[config.mk]
export PLATFORM = sky130hd
export DESIGN_NAME = piso_frame_tx
export DESIGN_NICKNAME = d
export VERILOG_FILES = /design/src/rtl/piso_frame_tx.sv
export SDC_FILE = /design/constraint.sdc
export NUM_CORES = 1
export LEC_CHECK = 0
export ABC_AREA = 1
export CAP_MARGIN = 20
export CELL_PAD_IN_SITES_DETAIL_PLACEMENT = 0
export CELL_PAD_IN_SITES_GLOBAL_PLACEMENT = 1
export CORE_MARGIN = 3
export CORE_UTILIZATION = 40
export CTS_CLUSTER_SIZE = 12
export DETAILED_ROUTE_END_ITERATION = 8
export MAX_ROUTING_LAYER = met4
export PLACE_DENSITY = 0.75
export RECOVER_POWER = 25
export SLEW_MARGIN = 15
export SYNTH_ARGS = -nofsm -noshare
export SYNTH_HDL_FRONTEND = slang
export SYNTH_SLANG_ARGS = --single-unit
[constraint.sdc]
create_clock -name sr_clk_i -period 3.82 [get_ports sr_clk_i]
set_clock_uncertainty 0.1 [all_clocks]
set_input_delay 0.573 -clock sr_clk_i [delete_from_list [all_inputs] [get_ports sr_clk_i]]
set_output_delay 0.573 -clock sr_clk_i [all_outputs]
set_load 0.02 [all_outputs]
[src/rtl/piso_frame_tx.sv]
// Serial frame transmitter: FIFO-buffered parallel words serialised as
// start bit, data bits, optional parity, then one or two stop bits.
//
// state    | meaning
// ---------+---------------------------------------------------------
// S_IDLE   | line high, waiting for a queued word
// S_START  | word loaded; start bit driven on the next edge
// S_DATA   | data bits shifted out, MSB or LSB first
// S_PARITY | parity bit driven on the next edge
// S_STOP   | stop bit(s) driven; chains directly into the next frame
module piso_frame_tx #(
    parameter int DATA_W     = 8,
    parameter int FIFO_DEPTH = 4,
    parameter int PARITY_EN  = 0,
    parameter int PARITY_ODD = 0,
    parameter int STOP_BITS  = 1,
    parameter int LSB_FIRST  = 0
) (
    input  logic                            sr_clk_i,
    input  logic                            rst_i,
    input  logic [DATA_W-1:0]               data_i,
    input  logic                            valid_i,
    output logic                            ready_o,
    output logic                            data_o,
    output logic                            busy_o,
    output logic [$clog2(FIFO_DEPTH):0]     fifo_count_o
);

    localparam int PTR_W = $clog2(FIFO_DEPTH);
    localparam int CNT_W = PTR_W + 1;
    localparam int BIT_W = (DATA_W > 1) ? $clog2(DATA_W) : 1;

    typedef enum logic [2:0] {
        S_IDLE,
        S_START,
        S_DATA,
        S_PARITY,
        S_STOP
    } state_t;

    logic [DATA_W-1:0] mem_q [FIFO_DEPTH];
    logic [PTR_W-1:0]  wr_ptr_q, wr_ptr_d;
    logic [PTR_W-1:0]  rd_ptr_q, rd_ptr_d;
    logic [CNT_W-1:0]  count_q, count_d;
    logic              push;
    logic              pop;
    logic [DATA_W-1:0] head;

    state_t            state_q;
    logic              data_o_q;
    logic              busy_o_q;
    logic [DATA_W-1:0] shift_q;
    logic              par_q;
    logic [BIT_W-1:0]  bit_cnt_q;
    logic              stop_cnt_q;

    assign ready_o      = (count_q < CNT_W'(FIFO_DEPTH));
    assign push         = valid_i && ready_o;
    assign head         = mem_q[rd_ptr_q];
    assign fifo_count_o = count_q;
    assign data_o       = data_o_q;
    assign busy_o       = busy_o_q;

    always_comb begin
        pop = 1'b0;
        if (count_q != '0) begin
            if (state_q == S_IDLE)
                pop = 1'b1;
            else if (state_q == S_STOP && stop_cnt_q == 1'b0)
                pop = 1'b1;
        end
    end

    // Pointers are PTR_W wide, so they wrap modulo the power-of-two depth.
    always_comb begin
        wr_ptr_d = wr_ptr_q;
        rd_ptr_d = rd_ptr_q;
        count_d  = count_q;
        if (push)
            wr_ptr_d = wr_ptr_q + 1'b1;
        if (pop)
            rd_ptr_d = rd_ptr_q + 1'b1;
        case ({push, pop})
            2'b10:   count_d = count_q + 1'b1;
            2'b01:   count_d = count_q - 1'b1;
            default: count_d = count_q;
        endcase
    end

    always_ff @(posedge sr_clk_i or posedge rst_i) begin
        if (rst_i) begin
            wr_ptr_q <= '0;
            rd_ptr_q <= '0;
            count_q  <= '0;
        end else begin
            wr_ptr_q <= wr_ptr_d;
            rd_ptr_q <= rd_ptr_d;
            count_q  <= count_d;
        end
    end

    always_ff @(posedge sr_clk_i) begin
        if (push)
            mem_q[wr_ptr_q] <= data_i;
    end

    // The line register is written on the edge that leaves a state, so each
    // state's bit appears one cycle after the state is entered.
    always_ff @(posedge sr_clk_i or posedge rst_i) begin
        if (rst_i) begin
            state_q    <= S_IDLE;
            data_o_q   <= 1'b1;
            busy_o_q   <= 1'b0;
            shift_q    <= '0;
            par_q      <= 1'b0;
            bit_cnt_q  <= '0;
            stop_cnt_q <= 1'b0;
        end else begin
            busy_o_q <= (state_q != S_IDLE);
            unique case (state_q)
                S_IDLE: begin
                    data_o_q <= 1'b1;
                    if (pop) begin
                        shift_q <= head;
                        par_q   <= (^head) ^ 1'(PARITY_ODD);
                        state_q <= S_START;
                    end
                end
                S_START: begin
                    data_o_q  <= 1'b0;
                    bit_cnt_q <= BIT_W'(DATA_W - 1);
                    state_q   <= S_DATA;
                end
                S_DATA: begin
                    if (LSB_FIRST != 0) begin
                        data_o_q <= shift_q[0];
                        shift_q  <= shift_q >> 1;
                    end else begin
                        data_o_q <= shift_q[DATA_W-1];
                        shift_q  <= shift_q << 1;
                    end
                    if (bit_cnt_q == '0) begin
                        stop_cnt_q <= 1'(STOP_BITS - 1);
                        state_q    <= (PARITY_EN != 0) ? S_PARITY : S_STOP;
                    end else begin
                        bit_cnt_q <= bit_cnt_q - 1'b1;
                    end
                end
                S_PARITY: begin
                    data_o_q   <= par_q;
                    stop_cnt_q <= 1'(STOP_BITS - 1);
                    state_q    <= S_STOP;
                end
                S_STOP: begin
                    data_o_q <= 1'b1;
                    if (stop_cnt_q == 1'b0) begin
                        if (pop) begin
                            shift_q <= head;
                            par_q   <= (^head) ^ 1'(PARITY_ODD);
                            state_q <= S_START;
                        end else begin
                            state_q <= S_IDLE;
                        end
                    end else begin
                        stop_cnt_q <= 1'b0;
                    end
                end
                default: begin
                    data_o_q <= 1'b1;
                    state_q  <= S_IDLE;
                end
            endcase
        end
    end

endmodule
### Word-level counts from Yosys, hierarchy flattened

Memories as Yosys holds them, arrays and structs flattened.
Index checks and enable logic that the tools add are counted.

* multipliers: 0
* magnitude comparators: 1
* bitwise operators: 1
* multiplexer cells: 22
* reductions and logical operators: 18
* add/subtract/negate cells: 5
* divide/modulo/power cells: 0
* equal/unequal tests: 10
* shift-type cells: 0

Operators with widths (count)
* $pmux W8 S3: 1
* $mux W8: 2
* $pmux W3 S5: 1
* $mux W3: 4
* $pmux W3 S2: 2
* $mux W1: 9
* $reduce_bool A3 Y1: 3
* $ne A2 B2 Y1 const B: 4
* $reduce_and A2 Y1: 4
* $reduce_bool A2 Y1: 4
* $reduce_xor A8 Y1: 1
* $eq A3 B2 Y1 const B: 2
* $logic_not A3 Y1: 2
* $sub A3 B1 Y3 const B: 2
* $add A2 B1 Y2 const B: 2
* $pmux W1 S2: 2
* $add A3 B1 Y3 const B: 1
* $eq A3 B1 Y1 const B: 1
* $eq A3 B3 Y1 const B: 1
* $lt A3 B3 Y1 const B: 1
* $pmux W1 S3: 1
* $reduce_and A3 Y1: 1
* $eq A2 B1 Y1 const B: 1
* $eq A2 B2 Y1 const B: 1
* other kinds (3): 4

* logic and storage cells: 68
* memory bits (read-only): 0
* memories kept: 1
* memory bits (writable): 32
* latch bits: 0
* input port bits: 11
* output and inout bits: 6
* register bits: 25

Memories
* mem_q: depth 4, bits a word 8, read ports 1, clocked after memory_dff 0, wr ports 1, line 41 `logic [DATA_W-1:0] mem_q [FIFO_DEPTH];`

### Logic depth before layout (Yosys ltp)

Gate-level depths: netlist of the first run.

* word-level depth: 8
* mapped depth: 14

### Least setup slack after synthesis of the first run

Ideal clock, no wire load.

* path kind: register -> register
* start point: reg count_q[2], in the netlist fifo_count_o[2]
* end point: reg count_q[2], in the netlist fifo_count_o[2]
* path buffers: 0
* slack: 1781 ps
* required time: 3589 ps
* arrival time: 1808 ps
* library setup time: 131 ps
* cell stages (with the launch flop): 9
* clock period less this slack: 2039 ps
* path through: dfrtp_1 > inv_1 > nand2_1 > ha_1 > inv_1 > fa_1 > a21oi_1 > o21ai_0 > xor2_1

* cells in the longest elaborated chain, start to end: 4
* elaborated cells on any way between the ends: 10

RTL lines
* start: declaration: line 44 `logic [CNT_W-1:0] count_q, count_d;`
* start signal: assignment: line 98 `count_q <= count_d;`
* $lt A3 B3 Y1 (*): line 57 `assign ready_o = (count_q < CNT_W'(FIFO_DEPTH));`
* via ready_o: line 23 `output logic ready_o,`
* $logic_and A1 B1 Y1 (*): line 58 `assign push = valid_i && ready_o;`
* $eq A2 B1 Y1 or $eq A2 B2 Y1 (tied branches): line 83 `case ({push, pop})`
* $pmux W3 S2 or $reduce_bool A2 Y1 (tied branches)

The timed path passes the listed nets; every way through them passes the cells marked *.
A chain may end at the register's enable or synchronous reset.

### Final worst setup path of the first run

* start point: reg state_q[0]
* end point: reg count_q[2], in the netlist fifo_count_o[2]

* cells in the longest elaborated chain, start to end: 7
* elaborated cells on any way between the ends: 10

RTL lines
* start: declaration: line 49 `state_t state_q;`
* start signal: assignment: line 144 `state_q <= (PARITY_EN != 0) ? S_PARITY : S_STOP;`
* $eq A3 B3 Y1: line 69 `else if (state_q == S_STOP && stop_cnt_q == 1'b0)`
* $logic_and A1 B1 Y1: line 69
* $mux W1: line 69
* $mux W1 (*): line 67 `if (state_q == S_IDLE)`
* $mux W1 (*): line 66 `if (count_q != '0) begin`
* via pop: line 46 `logic pop;`
* $eq A2 B1 Y1 or $eq A2 B2 Y1 (tied branches): line 83
* $pmux W3 S2 or $reduce_bool A2 Y1 (tied branches)

Marks and branches as above.

==> key figures, run 1 <==
Clock network
  • TritonCTS Buffers: 5
  • Clock transition at path regs: 100 ps
  • # Post-CTS Setup Buffers: 0
  • H-tree depth: 2
  • Hold Buf Count CTS: 0
  • Clk_lat worst skew: 310 ps
  • CTS resizes: 0
  • CTS root buffer: clkbuf_8
  • CTS max path bufs: 2
  • Num Clock Sinks: 56
  • TritonCTS clock tree: yes

Worst setup path
  • Crit path required time: 3920 ps
  • CP Cell Sequence: nor2_1 -> o31ai_1 -> buf_4 -> inv_1 -> ha_1 -> inv_1 -> fa_1 -> a21oi_1 -> o21ai_0 -> xor2_1
  • Kind of critical path: flop to flop
  • Most frequent CP cell: inv_1
  • Critical path capture point type: flop
  • Crit path buf inv count: 3
  • Crit-path leading delay family: adder cells
  • Startpoint types: flop
  • Critical path fanouts, max: 14
  • Slowest-stage cell, CP: dfrtp_1
  • Peak per-stage delay on the critical path: 450 ps
  • WP data arrival: 2250 ps

Timing
  • Max frequency: 0.466 GHz
  • Setup TNS: 0 ps
  • Fin. Hold Viols: 0
  • Actual slew at the worst max-slew pin: 909 ps
  • Tmin final: 2150 ps
  • Final setup viols: 0
  • Unrepaired setup endpoints after global routing: no
  • Fin crit share: 56.2%
  • Rel. slew slack: 39.3%
  • Max-slew violations: 0

Route
  • Wire length per cell: 11.8 µm
  • Final ANT Viol Nets: 0
  • Final WL: 4490 µm
  • DR vias/cell: 4.68
  • Starting DRT DRC Count: 44
  • Residual DRC: 0
  • Router iterations before antenna repair: 6
  • Vias: 1,779

Logic synthesis
  • Mapped Area: 0.00269 mm²
  • Synth unique cells: 30
  • Average size of a mapped cell: 9.43 µm²
  • Async S/R FF share, synth: 42.9%
  • Register bit total from synthesis: 56
  • Top cell type by total area after synthesis: edfxtp_1
  • Seq/Total Area, Yosys: 58.1%
  • Most frequent cells after synthesis: 102 x nand2_1, 32 x edfxtp_1, 30 x nand3_1
  • Syn Nets: 304
  • Gate Count Post-Synth: 285
  • Post-synth EDFFs: 32
  • Synth area leaders: edfxtp_1 36%, dfrtp_1 21%, nand2_1 14%
  • YS warnings: 0
  • Primary FF master, synth: edfxtp_1
  • Top cell type's share of synthesized area: 35.8%
  • Top-count cell post-synth: nand2_1

Power and ir drop
  • Seq pwr share: 38.1%
  • Comb pwr share: 46.4%
  • NetSw: 1.03 mW
  • Sw Ratio: 41.9%
  • Worst VDD drop: 0.304 mV
  • Leak: 1.36 nW
  • Clock power frac: 15.5%
  • Pint: 1.43 mW
  • Pwr dens: 821 mW/mm²

Global routing
  • Global route overflow: 0
  • Number of global-route vias before repair: 1,674
  • Total global-route track usage: 13.6%
  • First-pass GRT wire length: 7910 µm
  • Initial antenna violation count: 0
  • Largest net degree at the start of global routing: 25

Status
  • Status: finished, final reports clean

Die
  • Io pins: 17
  • Die area: 0.00774 mm²
  • Starting Density: 41.8%
  • Core region area: 0.00642 mm²
  • Chip Width: 88.0 µm
  • Die height: 88.0 µm
  • Cell row count: 29

Layout
  • Syn-to-layout area delta: 11.8%
  • Layout Utilization: 46.8%
  • Register area: 0.00156 mm²
  • Nets@finish: 321
  • # diodes: 0
  • Multi-input logic area: 940 µm²
  • # fillers: 626
  • Layout cell share with drive strength beyond 1: 7.59%

Placed design
  • IO Port Bufs: 16
  • Post-DP HPWL: 3320 µm
  • Routability Congestion: 0.736

Flow run
  • Max cap viols: 0

Min path
  • Hold crit path type: flop to flop
## metal layers
metal | global-route usage, % | share of wire (%) | up-vias
met5 | - | 0 | -
met4 | 3.77 | 0.94 | 0
met1 | 18.6 | 52 | 802
met2 | 20.1 | 45 | 19
li1 | - | - | 954
met3 | 3.39 | 2.9 | 4
## worst paths after layout
check | end | cells past startpoint | slack [ps] | from
min | par_q | 2 | 410 | par_q
max reg2reg | fifo_count_o[2] | 10 | 1670 | state_q[0]
max | fifo_count_o[2] | 10 | 1670 | state_q[0]
min in group asynchronous | fifo_count_o[0] | 2 | 650 | rst_i
min reg2reg | par_q | 2 | 410 | par_q
max in group asynchronous | rd_ptr_q[1] | 2 | 2410 | rst_i
## cell usage in the layout (no fill, tap or decap), drive strengths merged, types with 2 or more instances in the layout
cell / synthesis / routed
clkdlybuf4s50: 0 / 9
clkbuf: 0 / 7
ha: 7 / 7
buf: 8 / 2
o21ai: 16 / 16
nand2: 106 / 106
dfrtp: 23 / 23
inv: 29 / 29
dlygate4sd3: 0 / 7
nor2: 19 / 19
nand3: 30 / 30
a21oi: 3 / 3
xor2: 3 / 3
edfxtp: 32 / 32
## power groups by stage
stage / clock (mW) / combinational, mW / sequential, mW
final: 0.382 / 1.15 / 0.939
after global routing: 0.416 / 1.36 / 0.963
after CTS: 0.395 / 1.17 / 0.941
after detailed placement: 0 / 1.17 / 0.954
after global placement: 0 / 1.15 / 0.953
after floorplan: 0 / 0.937 / 0.937
## flip-flops by register name, summed over array words and instances (netlist names)
name and flops:
bit_cnt_q 3, busy_o 1, data_o 1, fifo_count_o 3, mem_q 32, par_q 1, rd_ptr_q 2, shift_q 8
state_q 3, wr_ptr_q 2
## worst reg2reg max path: cells and delay by family (launching register included)
family / cells / cell delay (ps)
AOI/OAI and AO/OA: 3 / 330
DFF: 1 / 450
adders and majority gates: 2 / 510
xor gates and xnor gates: 1 / 150
buffers and inverters: 3 / 350
and+or+nand+nor: 1 / 150
## area by class of cell
class	instances	share of cell area, %
Inverter	29	3.79
Clock buffer	7	3.58
Timing Repair Buffer	18	5.83
Tap cell	77	3.21
Clock inverter	1	0.292
Multi-Input combinational cell	192	31.3
Sequential cell	56	52.0
## kinds of logic (layout without fill, tap and decap cells)
kind of cell             after synthesis  after routing  share of synthesized area, %
adder cells (fa/ha/maj)                8              8                          4.00
multiplexers                           1              1                         0.372
buffers and inverters                 37             55                          6.89
flip-flops                            56             56                          58.1
AND/OR/NAND/NOR                      155            155                          24.0
AO/OA/AOI/OAI                         24             24                          5.31
XOR/XNOR                               4              4                          1.30
## stage by stage
stage | total power [mW] | setup slack, ps | std cells | area [µm²] | hold slack [ps]
final | 2.47 | 1670 | 380 | 3000 | 409
after global routing | 2.74 | 1510 | 380 | 3000 | 441
after CTS | 2.51 | 1650 | 380 | 3000 | 412
after detailed placement | 2.12 | 1340 | 372 | 2890 | 385
after global placement | 2.11 | 1340 | 372 | 2890 | 365
after floorplan | 1.87 | 1780 | 285 | 2690 | 349
No activity file was read; power rests on OpenSTA's default activity.
==> run 2: changes to the inputs <==
Clock period 3.82 ns to 2.2 ns, I/O delays scaled along.
==> run 2 against run 1 <==
- worst hold slack lost 68 ps
- sequential power rose by 71%
- sequential share of layout area fell by 0.89 points
- setup slack got worse by 1500 ps
- register-to-register slack worse by 1500 ps
- global-route usage is 0.14 points higher
- die area is the same
- fmax rose by 6.2%
- non-clock buffer count up 7
- cell count increased by 1.8%
- largest cell class unchanged
==> key figures, run 2 (synthesized netlist as in run 1, its figures left out) <==
Route
  • DR vias/cell: 4.72 (+0.84%)
  • Starting DRT DRC Count: 81 (+84%)
  • Final ANT Viol Nets: 0 (unchanged)
  • Final WL: 4620 µm (+2.8%)
  • Router iterations before antenna repair: 6 (unchanged)
  • Residual DRC: 0 (unchanged)
  • Wire length per cell: 11.9 µm (+0.97%)
  • Vias: 1,827 (+2.7%)

Power and ir drop
  • Comb pwr share: 48.2% (+1.8 points)
  • Leak: 1.40 nW (+2.6%)
  • Pwr dens: 1420 mW/mm² (+73%)
  • Worst VDD drop: 0.510 mV (+68%)
  • NetSw: 1.83 mW (+77%)
  • Seq pwr share: 36.9% (-1.2 points)
  • Clock power frac: 14.9% (-0.6 points)
  • PnR Total Power: 4.35 mW (+76%)
  • Sw Ratio: 42.0% (+0.11 points)
  • Pint: 2.52 mW (+76%)

Clock network
  • H-tree depth: 2 (unchanged)
  • Clock transition at path regs: 100 ps (about the same)
  • CTS max path bufs: 2 (unchanged)
  • TritonCTS Buffers: 5 (unchanged)
  • # Post-CTS Setup Buffers: 0 (unchanged)
  • Num Clock Sinks: 56 (unchanged)
  • CTS root buffer: clkbuf_8
  • Clk_lat worst skew: 310 ps (about the same)
  • CTS resizes: 0 (unchanged)
  • Hold Buf Count CTS: 0 (unchanged)
  • TritonCTS clock tree: yes

Status
  • Status: finished, final reports clean

Worst setup path
  • Worst r2r path cells: 9 (-1)
  • Crit-path leading delay family: adder cells
  • Peak per-stage delay on the critical path: 450 ps (about the same)
  • Worst path depth: 9 (-1)
  • Critical path capture point type: flop
  • Most frequent CP cell: inv_1
  • Reg2reg start: state_q[0]
  • Slack of the worst reg-to-reg path: 180 ps (-1490 ps)
  • WP data arrival: 2120 ps (-130 ps)
  • Kind of critical path: flop to flop
  • Reg2reg end: fifo_count_o[2]
  • Crit path required time: 2300 ps (-1620 ps)
  • Worst Setup SP: state_q[0]
  • Critical path fanouts, max: 4 (-10)
  • Worst setup path end: fifo_count_o[2]
  • CP Cell Sequence: nor2_1 -> o31ai_1 -> inv_1 -> ha_1 -> inv_1 -> fa_1 -> a21oi_1 -> o21ai_0 -> xor2_1
  • Crit path buf inv count: 2 (-1)
  • Startpoint types: flop
  • Slowest-stage cell, CP: dfrtp_1

Placed design
  • Routability Congestion: 0.709 (-3.7%)
  • IO Port Bufs: 16 (unchanged)
  • Post-DP HPWL: 3340 µm (+0.64%)

Timing
  • Rel. slew slack: 68.9% (+30 points)
  • Fin crit share: 91.9% (+36 points)
  • Max frequency: 0.495 GHz (+6.2%)
  • Unrepaired setup endpoints after global routing: no
  • Tmin final: 2020 ps (-126 ps)
  • Fin. Hold Viols: 0 (unchanged)
  • Actual slew at the worst max-slew pin: 465 ps (-444 ps)
  • Max-slew violations: 0 (unchanged)
  • Setup TNS: 0 ps (unchanged)
  • Final setup viols: 0 (unchanged)

Global routing
  • First-pass GRT wire length: 7870 µm (-0.61%)
  • Initial antenna violation count: 0 (unchanged)
  • Total global-route track usage: 13.7% (+0.14 points)
  • Number of global-route vias before repair: 1,689 (+0.90%)
  • Largest net degree at the start of global routing: 19 (-24%)
  • Global route overflow: 0 (unchanged)

Die
  • Core region area: 0.00642 mm² (unchanged)
  • Chip Width: 88.0 µm (unchanged)
  • Die area: 0.00774 mm² (unchanged)
  • Starting Density: 41.8% (unchanged)
  • Io pins: 17 (unchanged)
  • Die height: 88.0 µm (unchanged)
  • Cell row count: 29 (unchanged)

Layout
  • Nets@finish: 328 (+2.2%)
  • Most frequent cells in the layout: 102 x nand2_1, 32 x edfxtp_1, 30 x nand3_1
  • Multi-input logic area: 940 µm² (unchanged)
  • Layout cell share with drive strength beyond 1: 9.68% (+2.1 points)
  • Largest regs: mem_q: 32 flops, shift_q: 8 flops
  • Largest Register: mem_q
  • Register area: 0.00156 mm² (unchanged)
  • Largest register FFs: 32 (unchanged)
  • Commonest non-fill, non-tap cell in the layout: nand2_1
  • # diodes: 0 (unchanged)
  • # fillers: 612 (-2.2%)
  • Syn-to-layout area delta: 13.7%

Min path
  • Hold crit path type: input port to asynchronous set/reset pin

Flow run
  • Max cap viols: 0 (unchanged)
[run 2: cell types whose count changed in the layout (fill, tap and decap cells not counted), sizes merged]
cell	previous run	this run
clkdlybuf4s50	9	10
buf	2	9
dlygate4sd3	7	6
[run 2: cell type report]
class,count,area share [%]
clock buffers,7,3.52
clock inverters,1,0.287
inverters,29,3.72
multi-input cells,192,30.7
flip-flops and latches,56,51.1
well taps,77,3.15
repair buffers,25,7.45
[run 2: worst min-delay path by stage]
stage | start | end | cells after the start
6_report | rst_i | wr_ptr_q[1] | 2
5_1_grt | rst_i | wr_ptr_q[1] | 2
4_1_cts | rst_i | wr_ptr_q[1] | 2
3_5_place_dp | bit_cnt_q[2] | bit_cnt_q[2] | 2
3_3_place_gp | bit_cnt_q[2] | bit_cnt_q[2] | 2
2_1_floorplan | rst_i | bit_cnt_q[0] | 1
[run 2: metal layers]
layer  vias up  wire length [µm]  global-route usage, %
met5         -                 0                      -
met4         0                58                   3.77
met3         8               125                   3.39
met2        15              2130                   21.2
met1       838              2310                   18.0
li1        966                 -                      -
[run 2: per-stage QoR]
step | hold WS (ps) | worst slack [ps] | std cells | area [µm²] | utilization (%)
finish | 341 | 179 | 387 | 3060 | 47.6
floorplan | 244 | 161 | 285 | 2690 | -
global placement | 365 | 189 | 379 | 2940 | 45.8
global route | 374 | 2.81 | 387 | 3060 | 47.6
CTS | 221 | 152 | 387 | 3060 | 47.6
detailed placement | 379 | 130 | 379 | 2940 | 45.8
[run 2: worst reg2reg max path, cell delays in order, from the launching register on]
cell	delay [ps]
dfrtp_1	450
nor2_1	150
o31ai_1	100
inv_1	100
ha_1	150
inv_1	60
fa_1	370
a21oi_1	140
o21ai_0	120
xor2_1	160
[run 2: power by group through the flow]
| stage | combinational (mW) | sequential (mW) | clock (mW) |
|---|---|---|---|
| after floorplan | 1.63 | 1.63 | 0 |
| after global placement | 2.09 | 1.63 | 0 |
| after detailed placement | 2.12 | 1.63 | 0 |
| after CTS | 2.13 | 1.61 | 0.668 |
| after global routing | 2.46 | 1.64 | 0.719 |
| final | 2.10 | 1.61 | 0.648 |
==> variant 1, RTL diff (config.mk and constraints of run 2) <==
Change the parameter `FIFO_DEPTH` from 4 to 8.
--- a/src/rtl/piso_frame_tx.sv
+++ b/src/rtl/piso_frame_tx.sv
@@ -12,3 +12,3 @@
     parameter int DATA_W     = 8,
-    parameter int FIFO_DEPTH = 4,
+    parameter int FIFO_DEPTH = 8,
     parameter int PARITY_EN  = 0,
Interface: changed (resized fifo_count_o); port bits go from 17 to 18. No check against the original RTL was run, so the function may have changed too.
==> variant 1 against run 2 <==
- synthesized area grew 63%
- global-route usage grew 0.87 points
- routed wire length grew 82%
- power grew 63%
- cell area grew 65%
- sequential cell count grew 35
- setup slack lost 0.092 ns
- fmax shrank 4.4%
==> variant 1: results (changes against run 2) <==
[place]
gp_congestion = 0.782  ; +10%
pre_cts_ws_ns = 0.0104  ; -0.119 ns
dp_hpwl_um = 5960  ; +79%

[drt]
dr.pass1.iters = 4  ; -2
routed_wl_um = 8400  ; +82%
viasPerCell = 4.59  ; -2.7%

[grt]
met3_usage = 0.0301  ; -0.00373
grt.met1_usage = 0.188  ; +0.00877
grt_max_degree = 31  ; +12
grt_use_met2 = 0.235  ; +0.0227

[layout]
buf_share = 0.0755  ; +0.00105
nFillCells = 1025  ; +67%
finalInstanceArea_um2 = 5030  ; +65%
multi_input_area_um2 = 1390  ; +48%
num-multi-input-gates = 287  ; +49%

[worst_setup_path]
r2r_start = fifo_count_o[3]
cp.arrival_ns = 2.29  ; +0.17 ns
critical_path.startpoint = fifo_count_o[3]

[power_and_ir_drop]
seqPwrFrac = 0.343  ; -0.026
internal-power_uw = 4120  ; +64%

[outcome]
status = completed

[clock_network]
numCtsBuffers = 9  ; +4
clk_pin_slew_ns = 0.08  ; -0.02 ns

[synth]
synth_seq_cells = 91  ; +63%
ys_async_sr_fraction = 0.297  ; -0.132
synth_cell_types = 32  ; +6.7%

[timing]
tightestPinTransition_ns = 0.508  ; +0.0429 ns

==> variant 1: cells by family (layout without fill, tap and decap cells) <==
logic type / count (synthesis) / count (layout) / synth area share
adders and majority gates: 7 / 7 / 0.0200
and+or+nand+nor: 251 / 251 / 0.237
buffers and inverters: 92 / 139 / 0.0954
xor gates and xnor gates: 8 / 8 / 0.0160
AOI/OAI and AO/OA: 21 / 21 / 0.0372
DFF: 91 / 91 / 0.595
==> variant 1: how the worst min path moves through the flow <==
stage,from,to
CTS,rst_i,wr_ptr_q[1]
global placement,bit_cnt_q[0],bit_cnt_q[0]
finish,bit_cnt_q[0],bit_cnt_q[0]
global route,bit_cnt_q[0],bit_cnt_q[0]
detailed placement,bit_cnt_q[0],bit_cnt_q[0]
floorplan,rst_i,bit_cnt_q[0]
==> variant 1: what timing repair did <==
item / CTS / global route
pin swaps: 0 / 4
setup buffers: 0 / 5
gates resized for setup: 1 / 7
cloned: 0 / 0
endpoints found under the setup margin: 1 / 1
==> variant 2, RTL diff (flow settings as in run 2) <==
Made on the original files. Put one more register stage on the output `fifo_count_o`, cleared by the reset. The value now appears one clock later. The other outputs are not delayed to match.
--- a/src/rtl/piso_frame_tx.sv
+++ b/src/rtl/piso_frame_tx.sv
@@ -59,3 +59,9 @@
     assign head         = mem_q[rd_ptr_q];
-    assign fifo_count_o = count_q;
+    always_ff @(posedge sr_clk_i or posedge rst_i) begin
+        if (rst_i) begin
+            fifo_count_o <= '0;
+        end else begin
+            fifo_count_o <= count_q;
+        end
+    end
     assign data_o       = data_o_q;
Function: changed (a bounded check fails within 4 cycles, from zero or initial values and one cycle with rst_i high).
==> variant 2 against run 2 <==
- sequential cell count grew 3
- synthesized cell count grew 5.3%
- routed wire length grew 7.8%
- power grew 11%
- setup slack gained 0.031 ns
- cell area grew 7.9%
- clock power grew 41%
- synthesized area grew 5.4%
- non-clock buffer count grew 1
- first-iteration DRC count grew 1.2%
- largest power group unchanged
- highest routed layer unchanged
==> variant 2: results (changes against run 2) <==
[layout]
layout-drive-gt1-share = 0.122  ; +0.0256
top_regs = mem_q x32, shift_q x8
diodes = 0  ; unchanged
nNetsFinal = 349  ; +6.4%

[power_and_ir_drop]
p_leak_uw = 0.00152  ; +8.7%
p_sw_frac = 0.414  ; -0.00694
vdd_drop_max_v = 0.000576  ; +13%

[worst_hold_path]
holdCritPathClass = register to register
hold_path_depth = 0

[clock_network]
clk_latency_ns = 0.34  ; +0.03 ns
cts_resized = 0  ; unchanged
numCtsBuffers = 9  ; +4
clk_pin_slew_ns = 0.07  ; -0.03 ns
cts-root-buf = clkbuf_8
clk_path_buf_depth = 2  ; unchanged
cts_hold_buf = 0  ; unchanged
h-tree-depth = 3  ; +1

[synth]
yosysWarnings = 0  ; unchanged
ys_async_sr_fraction = 0.458  ; +0.0291
synth_edf_count = 32  ; unchanged
synthFlopType = edfxtp_1
synthMuxAreaShare = 0  ; -0.00372
synth-compound-area-share = 0.0428  ; -0.0102
synthXorXnorAreaFrac = 0.0124  ; -0.000668
synthAdderAreaFrac = 0.0380  ; -0.00205
synth_seq_area_share = 0.578  ; -0.00329
synth_nets = 319  ; +4.9%
synth_area_leaders = edfxtp_1, dfrtp_1, nand2_1, nand3_1, inv_1
synth_common_cells = nand2_1, edfxtp_1, dfrtp_1, inv_1, nand3_1
synth_cell_types = 30  ; unchanged

[timing]
max_freq_mhz = 502  ; +1.5%
slew_headroom = 0.0605  ; -0.629

[grt]
grt_pass1_wl_um = 8570  ; +8.9%
grt_pass1_vias = 1833  ; +8.5%
grt_usage = 0.141  ; +0.00350
antenna_found_initial = 0  ; unchanged
grt_max_degree = 28  ; +9

[worst_setup_path]
reg2reg_to = count_q[2]
worstRegToRegCells = 10  ; +1
critical_path.startpoint = count_q[0]
cp.arrival_ns = 2.11
endpoint = count_q[2]
critPathMaxFanout = 3  ; -1
r2r_slack_ns = 0.21  ; +0.03 ns

[place]
gp_congestion = 0.728  ; +2.7%
pre_cts_ws_ns = 0.145  ; +0.0151 ns
portBuffers = 16  ; unchanged
dp_hpwl_um = 3500  ; +4.7%

[drt]
drt_iter0_markers = 82  ; +1.2%
dr.pass1.iters = 4  ; -2
num_vias = 1952  ; +6.8%
wl_per_cell_um = 11.5  ; -3.2%
drcViolationCount = 0  ; unchanged

[outcome]
status = completed

variant 2: power groups by stage:
stage               Clock [uW]  Combinational (uW)  Sequential, uW
floorplan                    0                1710            1720
global placement             0                2200            1690
detailed placement           0                2240            1700
CTS                        937                2250            1680
global route              1010                2560            1720
finish                     913                2210            1680
variant 2: through the flow:
stage / hold WS, ns / area, um^2 / utilization / power (uW) / std cells
final: 0.281 / 3300 / 0.483 / 4810 / 431
after global routing: 0.297 / 3300 / 0.483 / 5290 / 431
after CTS: 0.254 / 3300 / 0.484 / 4870 / 431
after detailed placement: 0.262 / 3120 / 0.456 / 3940 / 415
after global placement: 0.260 / 3120 / 0.456 / 3890 / 415
after floorplan: 0.254 / 2830 / - / 3420 / 300
variant 2: critical path, cell delays in order (launching register included):
cell	delay (ns)
dfrtp_1	0.38
inv_1	0.08
nand3_1	0.11
nand3_1	0.10
inv_1	0.12
ha_1	0.15
inv_1	0.06
fa_1	0.38
a21oi_1	0.14
o21ai_0	0.11
xor2_1	0.15
variant 2: cells by family (layout without fill, tap and decap cells):
family	Yosys count	count (layout)
DFF	59	59
and+or+nand+nor	174	174
AOI/OAI and AO/OA	20	20
xor gates and xnor gates	4	4
adders and majority gates	8	8
buffers and inverters	35	70
variant 2: worst min-delay path by stage:
stage	from	endpoint	slack (ns)
CTS	rst_i	fifo_count_o[1]	0.25
global placement	count_q[2]	fifo_count_o[2]	0.26
detailed placement	count_q[2]	fifo_count_o[2]	0.26
floorplan	count_q[2]	fifo_count_o[2]	0.25
global route	count_q[2]	fifo_count_o[2]	0.30
finish	count_q[2]	fifo_count_o[2]	0.28
variant 2: per-layer routing:
layer	global-route usage	part of all wire	routed length, um	vias up
met4	0.0651	0.014	72	0
met5	-	0	0	-
li1	-	-	-	1023
met1	0.175	0.48	2390	887
met2	0.210	0.46	2290	35
met3	0.0435	0.044	217	7
variant 2: layout make-up:
type                            count  area, um^2
Clock buffer                       12         166
Clock inverter                      4        21.3
Fill cell                         670        3530
Inverter                           28         113
Multi-Input combinational cell    206        1010
Sequential cell                    59        1640
Tap cell                           96         120
Timing Repair Buffer               26         231
